**src/rtl/muldiv_pkg.sv**
```systemverilog
// Shared types and constants for the iterative multiply/divide unit.
// The ALU decoder also uses the ALUC_* codes.
package muldiv_pkg;

  typedef enum logic [1:0] {
    StIdle,
    StMul,
    StDiv,
    StFin
  } muldiv_state_t;

  localparam logic [3:0]  ALUC_MULT    = 4'b1010;
  localparam logic [3:0]  ALUC_DIV     = 4'b1011;
  localparam int unsigned MULDIV_ITERS = 32;

endpackage

```
**src/rtl/muldiv_if.sv**
```systemverilog
// Command/result bundle between the execute stage and muldiv_unit.
interface muldiv_if #(
  parameter int unsigned WIDTH = 32
);
  logic             start;
  logic [3:0]       alucontrol;
  logic [WIDTH-1:0] srca;
  logic [WIDTH-1:0] srcb;
  logic             busy;
  logic             done;
  logic [WIDTH-1:0] hi;
  logic [WIDTH-1:0] lo;

  modport master (
    output start, alucontrol, srca, srcb,
    input  busy, done, hi, lo
  );

  modport slave (
    input  start, alucontrol, srca, srcb,
    output busy, done, hi, lo
  );
endinterface

```
**src/rtl/muldiv_signfix.sv**
```systemverilog
// Combinational two's-complement conditional negate.
module muldiv_signfix #(
  parameter int unsigned WIDTH = 32
) (
  input  logic [WIDTH-1:0] in_i,
  input  logic             neg_i,
  output logic [WIDTH-1:0] out_o
);
  assign out_o = neg_i ? (~in_i + WIDTH'(1)) : in_i;
endmodule

```
**src/rtl/muldiv_unit.sv**
```systemverilog
// Iterative signed multiply (shift-add) / divide (restoring) unit writing HI/LO.
// Divide support is built only when MULDIV_DIV_EN is defined.
module muldiv_unit
  import muldiv_pkg::*;
#(
  parameter int unsigned WIDTH = 32
) (
  input  logic     clk,
  input  logic     reset,
  muldiv_if.slave  bus_io
);

  muldiv_state_t state_q, state_d;
  logic [5:0]         cnt_q, cnt_d;
  logic [2*WIDTH-1:0] acc_q, acc_d;
  logic [WIDTH-1:0]   opnd_q, opnd_d;
  logic               sign_a_q, sign_a_d;
  logic               sign_b_q, sign_b_d;
  logic [WIDTH-1:0]   hi_q, hi_d;
  logic [WIDTH-1:0]   lo_q, lo_d;
  logic               busy_q, busy_d;
  logic               done_q, done_d;

  logic [WIDTH-1:0]   mag_a, mag_b;
  logic [2*WIDTH-1:0] prod_fix;
  logic [WIDTH:0]     mul_sum;
  logic [2*WIDTH-1:0] mul_next;
  logic               is_mult, is_div, accept, last_iter;

  muldiv_signfix #(.WIDTH(WIDTH)) u_fix_a (
    .in_i  (bus_io.srca),
    .neg_i (bus_io.srca[WIDTH-1]),
    .out_o (mag_a)
  );

  muldiv_signfix #(.WIDTH(WIDTH)) u_fix_b (
    .in_i  (bus_io.srcb),
    .neg_i (bus_io.srcb[WIDTH-1]),
    .out_o (mag_b)
  );

  muldiv_signfix #(.WIDTH(2*WIDTH)) u_fix_prod (
    .in_i  (acc_q),
    .neg_i (sign_a_q ^ sign_b_q),
    .out_o (prod_fix)
  );

  // Product lives in acc_q: upper half accumulates, lower half holds the shifting multiplier.
  assign mul_sum  = {1'b0, acc_q[2*WIDTH-1:WIDTH]} + (acc_q[0] ? {1'b0, opnd_q} : '0);
  assign mul_next = {mul_sum, acc_q[WIDTH-1:1]};

  assign is_mult   = (bus_io.alucontrol == ALUC_MULT);
  assign last_iter = (cnt_q == 6'(MULDIV_ITERS - 1));

`ifdef MULDIV_DIV_EN
  logic               op_div_q, op_div_d;
  logic               div0_q, div0_d;
  logic [WIDTH:0]     rem_sh, div_diff;
  logic               div_ge;
  logic [2*WIDTH-1:0] div_next;
  logic [WIDTH-1:0]   quo_fix, rem_fix;

  assign is_div = (bus_io.alucontrol == ALUC_DIV);

  // Restoring step: acc_q = {remainder, dividend bits shifting into quotient}.
  assign rem_sh   = {acc_q[2*WIDTH-1:WIDTH], acc_q[WIDTH-1]};
  assign div_diff = rem_sh - {1'b0, opnd_q};
  assign div_ge   = ~div_diff[WIDTH];
  assign div_next = {(div_ge ? div_diff[WIDTH-1:0] : rem_sh[WIDTH-1:0]),
                     acc_q[WIDTH-2:0], div_ge};

  muldiv_signfix #(.WIDTH(WIDTH)) u_fix_quo (
    .in_i  (acc_q[WIDTH-1:0]),
    .neg_i (sign_a_q ^ sign_b_q),
    .out_o (quo_fix)
  );

  muldiv_signfix #(.WIDTH(WIDTH)) u_fix_rem (
    .in_i  (acc_q[2*WIDTH-1:WIDTH]),
    .neg_i (sign_a_q),
    .out_o (rem_fix)
  );
`else
  assign is_div = 1'b0;
`endif

  assign accept = bus_io.start && (is_mult || is_div);

  always_comb begin
    state_d  = state_q;
    cnt_d    = cnt_q;
    acc_d    = acc_q;
    opnd_d   = opnd_q;
    sign_a_d = sign_a_q;
    sign_b_d = sign_b_q;
    hi_d     = hi_q;
    lo_d     = lo_q;
    busy_d   = busy_q;
    done_d   = 1'b0;
`ifdef MULDIV_DIV_EN
    op_div_d = op_div_q;
    div0_d   = div0_q;
`endif
    unique case (state_q)
      StIdle: begin
        if (accept) begin
          cnt_d    = '0;
          sign_a_d = bus_io.srca[WIDTH-1];
          sign_b_d = bus_io.srcb[WIDTH-1];
          busy_d   = 1'b1;
          // Multiply adds |srca| into the product; divide subtracts |srcb|.
          opnd_d   = is_div ? mag_b : mag_a;
          acc_d    = {{WIDTH{1'b0}}, (is_div ? mag_a : mag_b)};
          state_d  = is_div ? StDiv : StMul;
`ifdef MULDIV_DIV_EN
          op_div_d = is_div;
          div0_d   = (bus_io.srcb == '0);
`endif
        end
      end
      StMul: begin
        acc_d = mul_next;
        cnt_d = cnt_q + 6'd1;
        if (last_iter) state_d = StFin;
      end
`ifdef MULDIV_DIV_EN
      StDiv: begin
        acc_d = div_next;
        cnt_d = cnt_q + 6'd1;
        if (last_iter) state_d = StFin;
      end
`endif
      StFin: begin
`ifdef MULDIV_DIV_EN
        if (op_div_q) begin
          // With a zero divisor the remainder path already reproduces srca.
          hi_d = rem_fix;
          lo_d = div0_q ? '1 : quo_fix;
        end else begin
          hi_d = prod_fix[2*WIDTH-1:WIDTH];
          lo_d = prod_fix[WIDTH-1:0];
        end
`else
        hi_d = prod_fix[2*WIDTH-1:WIDTH];
        lo_d = prod_fix[WIDTH-1:0];
`endif
        cnt_d   = '0;
        busy_d  = 1'b0;
        done_d  = 1'b1;
        state_d = StIdle;
      end
      default: state_d = StIdle;
    endcase
  end

  always_ff @(posedge clk) begin
    if (!reset) begin
      state_q  <= StIdle;
      cnt_q    <= '0;
      acc_q    <= '0;
      opnd_q   <= '0;
      sign_a_q <= 1'b0;
      sign_b_q <= 1'b0;
      hi_q     <= '0;
      lo_q     <= '0;
      busy_q   <= 1'b0;
      done_q   <= 1'b0;
`ifdef MULDIV_DIV_EN
      op_div_q <= 1'b0;
      div0_q   <= 1'b0;
`endif
    end else begin
      state_q  <= state_d;
      cnt_q    <= cnt_d;
      acc_q    <= acc_d;
      opnd_q   <= opnd_d;
      sign_a_q <= sign_a_d;
      sign_b_q <= sign_b_d;
      hi_q     <= hi_d;
      lo_q     <= lo_d;
      busy_q   <= busy_d;
      done_q   <= done_d;
`ifdef MULDIV_DIV_EN
      op_div_q <= op_div_d;
      div0_q   <= div0_d;
`endif
    end
  end

  assign bus_io.busy = busy_q;
  assign bus_io.done = done_q;
  assign bus_io.hi   = hi_q;
  assign bus_io.lo   = lo_q;

endmodule
```
**src/flat_wrapper.sv**
```systemverilog
// flat-port wrapper written by rule: the top's interface ports become plain ports
module muldiv_unit_flat import muldiv_pkg::*;
#(
  parameter int unsigned WIDTH = 32
)
  (clk, reset, bus_io_start, bus_io_alucontrol, bus_io_srca, bus_io_srcb, bus_io_busy, bus_io_done, bus_io_hi, bus_io_lo);
  muldiv_if #(.WIDTH(WIDTH)) bus_io_i ();
  input  logic clk;
  input  logic reset;
  input wire logic [$bits(bus_io_i.start)-1:0] bus_io_start;
  input wire logic [$bits(bus_io_i.alucontrol)-1:0] bus_io_alucontrol;
  input wire logic [$bits(bus_io_i.srca)-1:0] bus_io_srca;
  input wire logic [$bits(bus_io_i.srcb)-1:0] bus_io_srcb;
  output wire logic [$bits(bus_io_i.busy)-1:0] bus_io_busy;
  output wire logic [$bits(bus_io_i.done)-1:0] bus_io_done;
  output wire logic [$bits(bus_io_i.hi)-1:0] bus_io_hi;
  output wire logic [$bits(bus_io_i.lo)-1:0] bus_io_lo;
  assign bus_io_i.start = bus_io_start;
  assign bus_io_i.alucontrol = bus_io_alucontrol;
  assign bus_io_i.srca = bus_io_srca;
  assign bus_io_i.srcb = bus_io_srcb;
  assign bus_io_busy = bus_io_i.busy;
  assign bus_io_done = bus_io_i.done;
  assign bus_io_hi = bus_io_i.hi;
  assign bus_io_lo = bus_io_i.lo;
  muldiv_unit #(.WIDTH(WIDTH)) u_core (.clk(clk), .reset(reset), .bus_io(bus_io_i));
endmodule
```
**config.mk**
```make
export PLATFORM = sky130hd
export DESIGN_NAME = muldiv_unit_flat
export DESIGN_NICKNAME = d
export VERILOG_FILES = /design/src/rtl/muldiv_pkg.sv /design/src/rtl/muldiv_if.sv /design/src/rtl/muldiv_signfix.sv /design/src/rtl/muldiv_unit.sv /design/src/flat_wrapper.sv
export SDC_FILE = /design/constraint.sdc
export NUM_CORES = 1
export LEC_CHECK = 0
export BUFFER_PORTS_ARGS = -buffer_cell sky130_fd_sc_hd__buf_2
export CAP_MARGIN = 20
export CORE_ASPECT_RATIO = 0.75
export CORE_MARGIN = 4
export CORE_UTILIZATION = 50
export CTS_CLUSTER_DIAMETER = 120
export DETAILED_ROUTE_END_ITERATION = 10
export PLACE_DENSITY = 0.74
export SLEW_MARGIN = 20
export SYNTH_ARGS = -nofsm -noshare
export SYNTH_HDL_FRONTEND = slang
export SYNTH_SLANG_ARGS = --single-unit
export TNS_END_PERCENT = 1
```
**constraint.sdc**
```tcl
create_clock -name clk -period 5.2 [get_ports clk]
set_input_delay 0 -clock clk [delete_from_list [all_inputs] [get_ports clk]]
set_output_delay 0 -clock clk [all_outputs]
set_load 0.01 [all_outputs]
```
### After elaboration in Yosys (flattened, before gate mapping)

Index checks and enable logic that the tools add are counted.

| cells by class | value |
|---|---|
| $add $sub $neg | 5 |
| equality and inequality tests | 6 |
| muxes and demuxes | 14 |
| bitwise gates (word level) | 4 |
| reduce and logical (&&, ||, !) cells | 10 |

Operators with widths:

| operator | count |
|---|---|
| $mux W64 | 2 |
| $pmux W64 S2 | 1 |
| $mux W32 | 3 |
| $add A32 B1 Y32 const B | 2 |
| $add A64 B1 Y64 const B | 1 |
| $not A32 Y32 | 2 |
| $not A64 Y64 | 1 |
| $add A32 B33 Y33 | 1 |
| $pmux W6 S3 | 1 |
| $reduce_and A2 Y1 | 5 |
| $add A6 B1 Y6 const B | 1 |
| $eq A6 B5 Y1 const B | 1 |
| $mux W6 | 1 |
| $eq A4 B4 Y1 const B | 1 |
| $mux W2 | 2 |
| $ne A2 B1 Y1 const B | 2 |
| $pmux W2 S2 | 1 |
| $reduce_bool A2 Y1 | 2 |
| $reduce_bool A3 Y1 | 1 |
| $eq A2 B1 Y1 const B | 1 |
| $eq A2 B2 Y1 const B | 1 |
| $logic_not A2 Y1 | 1 |
| $mux W1 | 2 |
| $pmux W1 S2 | 1 |
| 2 further kinds | 2 |

| storage, ports and cells | value |
|---|---|
| register bits | 172 |
| input port bits | 71 |
| output and inout bits | 66 |
| logic and storage cells | 49 |

### Longest topological paths before layout

Gate-level depths: netlist of the first run.

| logic depth | value |
|---|---|
| word-level depth | 5 |
| depth in mapped cells | 13 |
| depth with buffers taken out | 11 |

### Modules after synthesis

Synthesis of the first run repeated with hierarchy kept, for this count alone.

| unflattened totals | value |
|---|---|
| cell total of the unflattened synthesis | 1278 |
| area total of the unflattened synthesis | 11218.3 µm² |

By module, submodules not included:

| module | times used | cells an instance | area an instance (µm²) | sequential area each (µm²) |
|---|---|---|---|---|
| muldiv_unit | 1 | 874 | 8015.2 | 3443.3 |
| muldiv_signfix at u_core.u_fix_prod | 1 | 206 | 1649.1 | 0.0 |
| muldiv_signfix at u_core.u_fix_a ... | 2 | 99 | 777.0 | 0.0 |

### Least setup slack after synthesis of the first run

No wires, ideal clock.

| timing path | value |
|---|---|
| path kind | register to register |
| from | register u_core.acc_q[0] |
| to | register u_core.acc_q[59] |
| setup time | 129 ps |
| data arrival time | 2872 ps |
| required time | 5071 ps |
| path slack | 2200 ps |
| stages on the path, launching flop included | 14 |
| path buffers | 2 |
| clock period less this slack | 3000 ps |
| path through | dfxtp_1 -> clkbuf_1 -> clkbuf_1 -> and2_1 -> ha_1 -> inv_1 -> fa_1 -> nor2b_1 -> o2111ai_1 -> a21boi_0 -> a211oi_1 -> o21ai_0 -> xnor2_1 -> o21ai_0 |

| between the ends | value |
|---|---|
| longest elaborated chain between the ends | 3 |

RTL lines:

| item | line | text |
|---|---|---|
| start: declaration | muldiv_unit.sv:15 | `logic [2*WIDTH-1:0] acc_q, acc_d;` |
| start signal: assignment | muldiv_unit.sv:160 | `acc_q <= '0;` |
| start signal: assignment | muldiv_unit.sv:175 | `acc_q <= acc_d;` |
| $mux W32 | muldiv_unit.sv:49 | `assign mul_sum = {1'b0, acc_q[2*WIDTH-1:WIDTH]} + (acc_q[0] ? {1'b0, opnd_q} : '0);` |
| $add A32 B33 Y33 | muldiv_unit.sv:49 |  |
| $pmux W64 S2 | muldiv_unit.sv:104 | `unique case (state_q)` |

Every way passes these cells.
A chain may end at the register's enable or synchronous reset.

### Worst setup path in the final report of the first run

Ends and elaborated chain as after synthesis.

==> metrics.txt, run 1 <==
status=finished clean; Worst Max-Slew Pin Slew=roughly 1.1 ns; Fin. Hold Viols=0; RR Startpoint=u_core.acc_q[0]$_SDFFE_PN0P_; Net count, final=between 1500 and 2000; buffers and inverters on the worst path=1; TritonCTS buffer count=17; Avg Inst Size Synth=approximately 7.8 um2; Post-synth ARST share=0%; routed len/inst=~18 um; skew final=0.00670 ns; setup TNS=0 ns; Tot Pwr=roughly 0.0029 W; CTS Buffer Depth=2; worst hold stages=3; Synth area leaders=dfxtp_1 32%, nand2_1 7.0%, o21ai_0 6.2%; final cycle utilization of the critical path=67.0%; CP top delay family=compound AO/OA/AOI/OAI gates; Synth top area share=31.9%; min Tclk post-route=3.49 ns; Synth Register Bits=between 150 and 200; Max-Cap Viols=0; post-route ant nets=0; Hold WC Path Type=input port to flip-flop; Reg clk slew, reported paths=0.07 ns; Reg2Reg Setup Slack=1.71 ns; RePlAce Congestion=~0.96; Setup CP Type=flip-flop to flip-flop; Setup Buffers After CTS=0; drt via density=5.85; crit-path cells=and2_1, ha_1, inv_1, fa_1, nor2b_1, o2111ai_1, a21boi_0, a211oi_1, o21ai_0, xnor2_1, o21ai_0; share of layout cells above drive strength 1=13.1%; largest area contributor in the netlist=dfxtp_1; WP data arrival=between 3 and 4 ns; initial drt markers=around 1000; Critical Path Sink Type=flip-flop; Mapped Area=10800 um2; Clock Tree Root=clkbuf_16; final cell count without fillers=about 1800; first-pass GRT wire length=between 50000 and 60000 um; Final Util=59.0%; grt ovf=0; final WL=between 30000 and 40000 um; initial antenna violation count=1; initial core utilization=between 50% and 60%; final worst slack=roughly 1.7 ns; gr usage total=about a quarter; slowest CP cell=dfxtp_2; Post-synth top flop=dfxtp_1; DP Cell Count=between 1500 and 2000; final setup violating endpoints=0; power density over cell area=roughly 230 nW/um2; syn_nets=around 1500; DP HPWL=23500 um; HP Start=bus_io_srcb[0]; sequential fraction of the synthesis area=a little under a third; Static Leak=around 5.5 nW; RR Endpoint=u_core.acc_q[59]$_SDFFE_PN0P_; TritonCTS clock tree=yes; Row Count=46; I/O Buffers=136; Core Box Area=~21000 um2; vias in the first global route=around 9500; fillcell total=1984; critical path's largest stage delay=approximately 0.7 ns; Hold EP=u_core.acc_q[0]$_SDFFE_PN0P_; CTS Sinks=between 150 and 200; Die Wd=roughly 180 um; synth-to-layout area growth=15.8%; RSZ-0062 raised after global routing=no; number of flops mapped to enable cells by yosys=0; cells after synthesis=between 1000 and 1500; Die Y-Extent=around 140 um; DRC Markers=0; ports placed on the boundary=137; Antenna Cells=0; area of the die=24000 um2; Fmax achieved=about 0.29 GHz; maximum VDD drop=0.000210 V; dpl ws=about 1.3 ns; Slew Limit Fails=0; H-tree depth=4; largest net degree at the start of global routing=between 60 and 70; Crit Path Max Fanout=38; Worst Path Required=around 5.5 ns; reg2reg path depth=11; cell mode on critical path=o21ai_0; clk_lat worst skew=~0.43 ns; Yosys cell types=between 60 and 70; drt pass-1 iters=5; DR vias=around 10000; Worst slew margin=between 20% and 30%; critical path launch point type=flip-flop; Ys Warns=0
==> area by class of cell <==
| type | instances | area, um2 | share of cell area, % |
|---|---|---|---|
| inverter | 25 | 93.8 | 0.751 |
| multi-input combinational | 1099 | 6970 | 55.7 |
| tap | 288 | 360 | 2.88 |
| sequential | 172 | 3440 | 27.6 |
| clock inverter | 13 | 129 | 1.03 |
| timing repair buffer | 177 | 1070 | 8.57 |
| clock buffer | 19 | 433 | 3.46 |
==> worst max-delay path by stage <==
| stage | slack [ns] | endpoint | cells after the start | from |
|---|---|---|---|---|
| finish | 1.71 | u_core.acc_q[59]$_SDFFE_PN0P_ | 11 | u_core.acc_q[0]$_SDFFE_PN0P_ |
| global route | 1.41 | u_core.acc_q[59]$_SDFFE_PN0P_ | 11 | u_core.acc_q[0]$_SDFFE_PN0P_ |
| CTS | 1.29 | u_core.acc_q[59]$_SDFFE_PN0P_ | 11 | u_core.acc_q[0]$_SDFFE_PN0P_ |
| detailed placement | 1.32 | u_core.acc_q[59]$_SDFFE_PN0P_ | 11 | u_core.acc_q[0]$_SDFFE_PN0P_ |
| global placement | 1.52 | u_core.acc_q[59]$_SDFFE_PN0P_ | 11 | u_core.acc_q[0]$_SDFFE_PN0P_ |
| floorplan | 2.20 | u_core.acc_q[59]$_SDFFE_PN0P_ | 13 | u_core.acc_q[0]$_SDFFE_PN0P_ |
==> synth_stat cells, drive strengths merged, types with 5 or more instances <==
library cell  instances
a21oi                85
o211ai               10
nor4                 17
and3                 17
nand2               202
xor2                 75
a221oi               10
ha                   36
o41ai                17
o21ai               135
or4                  14
clkbuf               77
and2                 57
nor2b                23
o211a                44
inv                  25
a21o                 13
dfxtp               172
a21boi                9
nor3                 28
or3                  19
o21a                  6
o22ai                11
a31oi                15
xnor2                64
nor2                 70
a22oi                 5
o31ai                31
nand3                27
or2                   5
buf                   6
nor3b                 6
==> state kept, by name (all words and copies together), names as in the netlist <==
name and flops:
u_core.bus_io.done 1, u_core.bus_io.hi 32, u_core.cnt_q 6, u_core.bus_io.busy 1
u_core.acc_q 64, u_core.sign_b_q 1, u_core.bus_io.lo 32, u_core.sign_a_q 1
u_core.opnd_q 32, u_core.state_q 2
==> metrics by stage <==
stage / instance area, um2 / hold WS [ns]
after CTS: 12500 / 0.000248
after global placement: 11600 / 0.297
after global routing: 12500 / 0.0166
after floorplan: 10800 / 0.145
after detailed placement: 11600 / 0.308
final: 12500 / 0.00612
==> metal layers <==
metal	track usage [%]	wire length, um
met3	5.52	3340
met2	35.0	12300
met5	0	0
met1	41.9	15700
met4	4.77	276
==> layout by cell type (no fill, tap or decap), types with 5 or more instances in the layout <==
master and n:
a21boi_0 9, a21o_1 13, a21oi_1 85, a221oi_1 10, a22oi_1 5, a31oi_1 15
and2_1 54, and3_1 17, buf_2 136, buf_4 8, clkbuf_16 17, dfxtp_1 171
dlygate4sd3_1 33, ha_1 36, inv_1 25, nand2_1 202, nand3_1 27, nor2_1 69
nor2b_1 22, nor3_1 27, nor3b_1 6, nor4_1 17, o211a_1 44, o211ai_1 10
o21a_1 6, o21ai_0 133, o22ai_1 11, o31ai_1 30, o41ai_1 14, or2_2 5
or3_1 19, or4_1 12, xnor2_1 63, xor2_1 74
==> worst register-to-register path: stages (launching register included) <==
cell       delay (ns)
dfxtp_2          0.71
and2_1           0.24
ha_1             0.19
inv_1            0.07
fa_1             0.40
nor2b_1          0.17
o2111ai_1        0.16
a21boi_0         0.55
a211oi_1         0.24
o21ai_0          0.38
xnor2_1          0.16
o21ai_0          0.09
==> power by group <==
| group | switching (W) | total, W | internal, W | leakage (nW) |
|---|---|---|---|---|
| combinational | 0.000206 | 0.000330 | 0.000124 | 3.86 |
| sequential | 0.0000195 | 0.00135 | 0.00133 | 1.39 |
| clock | 0.000568 | 0.00124 | 0.000672 | 0.274 |
==> kinds of logic after synthesis <==
kind of cell	synth area share (%)
buf+inv	3.92
simple gates	22.6
xor+xnor	11.3
compound gates	25.8
mux	0.185
flops	31.9
fa+ha+maj	4.36
==> what timing repair did <==
item / in CTS / in global routing
hold buffers: 33 / 0
setup endpoints to repair: 0 / 0
hold endpoints to repair: 34 / 0
gates resized for setup: 0 / 0
Power figures use the tool's default switching activity.
==> run 2, diff against run 1 <==
- ABC_AREA: default -> 1
- PLACE_DENSITY: 0.74 -> 0.76
- clock period: 5.2 -> 3.08 ns (I/O delays scaled with it)
==> metrics.txt, run 2 <==
Post-synth top flop=dfxtp_1; ports placed on the boundary=137; RSZ-0062 raised after global routing=no; most common cell after layout, fill and taps aside=nand2_1; skew final=0.0157 ns; RR Endpoint=u_core.acc_q[60]$_SDFFE_PN0P_; DRC Markers=0; maximum VDD drop=0.000396 V; drt via density=roughly 5.3; Slew Limit Fails=0; RR Startpoint=u_core.acc_q[0]$_SDFFE_PN0P_; critical path's largest stage delay=about 0.45 ns; Worst Max-Slew Pin Slew=about 0.65 ns; DP HPWL=35200 um; I/O Buffers=roughly 140; final WL=45300 um; clk_lat worst skew=~0.45 ns; top-count cell post-synth=nand2_1; leading cell types in the layout, fill and taps excluded=660 x nand2_1, 333 x inv_1, 333 x nor2_1; Mapped Area=13000 um2; Worst slew margin=between 50% and 60%; Synth area leaders=dfxtp_1 26%, nand2_1 19%, inv_1 9.6%; syn_nets=~2400; final cell count without fillers=around 2800; slowest CP cell=nor3_1; Area after DPL=roughly 14000 um2; max reg flops=64; first-pass GRT wire length=roughly 71000 um; crit-path cells=buf_4, nand2_1, inv_1, ha_1, nand2_1, nor2_1, inv_1, nor3_1, nand3_1, nand2_1, nand2_1, nand3_1, nand2_1; Fmax achieved=0.405 GHz; Fin. Hold Viols=0; Net count, final=between 2000 and 3000; Reg clk slew, reported paths=around 0.070 ns; register area=roughly 3400 um2; drt pass-1 iters=6; area of the die=around 29000 um2; Reg2Reg Setup Slack=around 0.61 ns; largest area contributor in the netlist=dfxtp_1; initial drt markers=approximately 1700; final setup violating endpoints=0; DP Cell Count=2675; sequential fraction of the synthesis area=26.4%; initial antenna violation count=1; gr usage total=~31%; Row Count=50; fillcell total=roughly 2600; reg2reg path depth=13; post-route ant nets=0; Static Leak=a little over 8 nW; Synth Register Bits=between 150 and 200; Die Wd=~190 um; Critical Path Sink Type=flip-flop; Hold WC Path Type=input port to flip-flop; Setup CP Type=flip-flop to flip-flop; CP top delay family=simple AND/OR/NAND/NOR gates; Clock Tree Root=clkbuf_16; number of flops mapped to enable cells by yosys=0; vias in the first global route=between 10000 and 15000; crit path from=u_core.acc_q[0]$_SDFFE_PN0P_; WP data arrival=around 2.8 ns; TritonCTS clock tree=yes; min Tclk post-route=around 2.5 ns; share of layout cells above drive strength 1=10.2%; WHS=0.0292 ns; largest net degree at the start of global routing=76; TritonCTS buffer count=17; cells after synthesis=approximately 2300; setup TNS=0 ns; power density over cell area=between 300 and 400 nW/um2; routed len/inst=around 16 um; Synth top area share=about a quarter; footprint of the multi-input gates=roughly 8000 um2; critical path launch point type=flip-flop; Yosys cell types=between 50 and 60; Worst Path Required=between 3 and 4 ns; Post-synth ARST share=0%; Setup crit end=u_core.acc_q[60]$_SDFFE_PN0P_; cell mode on critical path=nand2_1; Ys Warns=0; Crit Path Max Fanout=21; CP Depth=13; CTS Buffer Depth=2; Max-Cap Viols=0; Biggest register=u_core.acc_q; top cells by count, synth=660 x nand2_1, 333 x inv_1, 333 x nor2_1; status=finished clean; DR vias=between 10000 and 15000; synth-to-layout area growth=15.8%; RePlAce Congestion=a little under 1; initial core utilization=between 50% and 60%; Avg Inst Size Synth=5.78 um2; Core Box Area=between 20000 and 30000 um2; buffers and inverters on the worst path=3; Antenna Cells=0; H-tree depth=4; grt ovf=0; final cycle utilization of the critical path=~80%; CTS Sinks=about 170; design area=15100 um2; Die Y-Extent=148 um
## run 2: routing by layer
metal / up-vias / GRT usage [%] / wire length (um)
li1: 7436 / - / -
met1: 6548 / 47.6 / 21900
met2: 724 / 41.7 / 17300
met3: 52 / 8.84 / 5530
met4: 2 / 5.83 / 596
met5: - / 0 / 13
## run 2: timing repair
action	in CTS	in global routing
resized for setup	0	0
buffers inserted	0	0
hold buffers	53	0
hold endpoints to repair	52	0
## run 2: worst min-delay path by stage
stage | startpoint | endpoint | cells past startpoint
after global placement | bus_io_srca[3] | u_core.opnd_q[3]$_SDFFE_PN0P_ | 3
after CTS | bus_io_srca[24] | u_core.opnd_q[24]$_SDFFE_PN0P_ | 5
final | bus_io_srca[24] | u_core.opnd_q[24]$_SDFFE_PN0P_ | 5
after floorplan | bus_io_srca[13] | u_core.opnd_q[13]$_SDFFE_PN0P_ | 2
after global routing | bus_io_srca[7] | u_core.opnd_q[7]$_SDFFE_PN0P_ | 5
after detailed placement | bus_io_srca[3] | u_core.opnd_q[3]$_SDFFE_PN0P_ | 3
## run 2: final cells by class
| cell class | count | share of cell area (%) |
|---|---|---|
| Clock buffer | 17 | 2.82 |
| Inverter | 343 | 8.57 |
| Clock inverter | 15 | 1.20 |
| Tap cell | 338 | 2.80 |
| Multi-Input combinational cell | 1671 | 52.8 |
| Timing Repair Buffer | 204 | 8.95 |
| Sequential cell | 172 | 22.8 |
## run 2: cell families after synthesis
group	after synthesis	synth area share (%)
XOR/XNOR	34	2.29
AO/OA/AOI/OAI	337	14.5
flip-flops	172	26.4
buffers and inverters	412	12.4
adder cells (fa/ha/maj)	37	3.61
AND/OR/NAND/NOR	1263	40.7
## run 2: power breakdown
group | internal, W | leakage, nW | total, W | switching (W)
Clock | 0.00123 | 0.295 | 0.00228 | 0.00105
Combinational | 0.000231 | 6.42 | 0.000653 | 0.000423
Sequential | 0.00224 | 1.39 | 0.00226 | 0.0000178
Total | 0.00370 | 8.10 | 0.00519 | 0.00149
## run 2: per-stage QoR
step | power, W | utilization, % | setup slack [ns]
detailed placement | 0.00289 | 55.2 | 0.699
CTS | 0.00520 | 59.7 | 0.687
finish | 0.00519 | 59.7 | 0.613
global route | 0.00538 | 59.7 | 0.419
floorplan | 0.00271 | - | 0.729
global placement | 0.00289 | 55.2 | 0.664
## run 2: worst min-delay path, delay by kind of cell
kind            cells  cell delay [ns]
simple gates        1             0.08
buf+inv             3             0.22
compound gates      1             0.13
==> run 3, diff against run 2 <==
- clock period: 3.08 -> 2 ns (I/O delays scaled with it)
==> metrics.txt, run 3 (synthesis gave the netlist of run 2 again) <==
grt ovf=0; failing checks=setup timing; synth-to-layout area growth=30.0%; leading cell types in the layout, fill and taps excluded=593 x nand2_1, 310 x inv_1, 310 x nor2_1; final WL=around 47000 um; Fmax achieved=0.486 GHz; TritonCTS buffer count=17; Static Leak=just under 9 nW; dpl ws=-0.251 ns; Setup CP Type=flip-flop to flip-flop; DR vias=roughly 15000; clock share of power=a little over two fifths; Net count, final=roughly 2600; final setup violating endpoints=11; Biggest register=u_core.acc_q; Clock Tree Root=clkbuf_16; crit path from=u_core.acc_q[0]$_SDFFE_PN0P_; power share of the sequential group=between 40 and 50%; fraction of power spent switching nets=between 20% and 30%; Reg2Reg Setup Slack=-0.06 ns; share of layout cells above drive strength 1=21.3%; Die Wd=slightly below 200 um; I/O Buffers=136; switching pwr=0.00224 W; register area=3450 um2; TritonCTS clock tree=yes; Die Y-Extent=148 um; Crit Path Max Fanout=7; Slew Limit Fails=0; initial core utilization=approximately half; most common cell after layout, fill and taps aside=nand2_1; power density over cell area=463 nW/um2; max reg flops=64; RR Startpoint=u_core.acc_q[0]$_SDFFE_PN0P_; status=complete, but fails checks; critical path's largest stage delay=between 0.4 and 0.5 ns; design area=between 15000 and 20000 um2; footprint of the multi-input gates=around 8900 um2; critical path launch point type=flip-flop; clk_lat worst skew=between 0.4 and 0.5 ns; Worst slew margin=roughly three fifths; Fin. Hold Viols=0; skew final=between 0.01 and 0.015 ns; vias in the first global route=roughly 14000; Hold WC Path Type=input port to flip-flop; slowest CP cell=dfxtp_4; maximum VDD drop=0.000574 V; Row Count=50; post-route ant nets=0; CTS Buffer Depth=2; Worst Max-Slew Pin Slew=just under 0.6 ns; gr usage total=about a third; Worst Path Required=between 2 and 2.5 ns; Core Box Area=25300 um2; DP HPWL=roughly 36000 um; Antenna Cells=0; crit-path cells=clkbuf_16, nand2_1, inv_1, ha_4, nand2_4, inv_1, a21oi_1, nor2_1, nor2_2, nand4_1, nand3_1, nand2_1; routed len/inst=around 16 um; WP data arrival=between 2 and 2.5 ns; H-tree depth=4; Max-Cap Viols=0; Int Pwr=~0.0056 W; min Tclk post-route=slightly above 2 ns; area of the die=roughly 29000 um2; Critical Path Sink Type=flip-flop; initial antenna violation count=0; CTS Sinks=roughly 170; RSZ-0062 raised after global routing=yes; Reg clk slew, reported paths=about 0.07 ns; RR Endpoint=u_core.acc_q[56]$_SDFFE_PN0P_; largest net degree at the start of global routing=70; drt pass-1 iters=6; Setup crit end=u_core.acc_q[56]$_SDFFE_PN0P_; final worst slack=-0.0572 ns; Area after DPL=roughly 15000 um2; fillcell total=~2300; ports placed on the boundary=137; initial drt markers=1466; first-pass GRT wire length=~73000 um; final cycle utilization of the critical path=103%; drt via density=approximately 5.4; Gate power share=roughly 13%; reg2reg path depth=12; RePlAce Congestion=1.02; DRC Markers=0
[run 3: cell types whose count changed in the layout (fill, tap and decap cells not counted), sizes merged]
cell         change
clkbuf           +2
buf            +110
clkinv           +2
dlygate4sd3      +3
bufinv           -1
inv              -2
[run 3: cell type report]
class	count	share of cell area, %
sequential	172	20.4
timing repair buffer	318	13.5
clock buffer	18	2.59
tap	338	2.50
multi-input combinational	1671	52.6
inverter	343	7.65
clock inverter	14	0.783
[run 3: what timing repair did]
item	4_1_cts	5_1_grt
setup buffers	8	3
hold buffers	56	0
pin swaps	14	41
cloned	1	1
endpoints found under the hold margin	55	0
gates resized for setup	98	136
setup endpoints to repair	25	42
[run 3: worst max-delay path, delay by kind of cell, from the launching register on]
family                   cells  cell delay [ns]
adder cells (fa/ha/maj)      1             0.25
buffers and inverters        3             0.36
AND/OR/NAND/NOR              7             0.69
flip-flops                   1             0.42
AO/OA/AOI/OAI                1             0.24
[run 3: routing by layer]
layer | vias to the layer above | track usage, % | wire [um]
li1 | 7669 | - | -
met1 | 6928 | 48.2 | 22600
met2 | 722 | 43.7 | 18500
met3 | 61 | 8.98 | 5310
met4 | 0 | 6.78 | 766
met5 | - | 0 | 0
[run 3: stage by stage]
| step | total power [W] | std cells | TNS, ns | hold slack (ns) | util (%) |
|---|---|---|---|---|---|
| 6_report | 0.00784 | 2874 | -0.333 | 0.0172 | 67.0 |
| 5_1_grt | 0.00810 | 2874 | -3.12 | 0.0384 | 67.0 |
| 3_5_place_dp | 0.00447 | 2775 | -3.01 | 0.282 | 58.3 |
| 4_1_cts | 0.00781 | 2872 | -0.300 | 0.00738 | 65.1 |
| 3_3_place_gp | 0.00446 | 2775 | -2.55 | 0.274 | 58.3 |
| 2_1_floorplan | 0.00417 | 2255 | -0.0260 | 0.138 | - |
[run 3: worst min path at each step]
stage	startpoint	end	slack (ns)	depth (start not counted)
finish	bus_io_srca[24]	u_core.opnd_q[24]$_SDFFE_PN0P_	0.02	5
global route	bus_io_srcb[1]	u_core.acc_q[1]$_SDFFE_PN0P_	0.04	5
CTS	bus_io_srcb[27]	u_core.acc_q[27]$_SDFFE_PN0P_	0.007	4
detailed placement	bus_io_srca[0]	u_core.opnd_q[0]$_SDFFE_PN0P_	0.28	3
global placement	bus_io_srca[0]	u_core.opnd_q[0]$_SDFFE_PN0P_	0.27	3
floorplan	bus_io_srca[13]	u_core.opnd_q[13]$_SDFFE_PN0P_	0.14	2
[run 3: power by group through the flow]
stage,Sequential [W],Combinational (W),Clock [W]
finish,0.00348,0.00105,0.00331
global route,0.00348,0.00116,0.00347
CTS,0.00347,0.00101,0.00333
detailed placement,0.00355,0.000922,0
global placement,0.00355,0.000907,0
floorplan,0.00354,0.000627,0
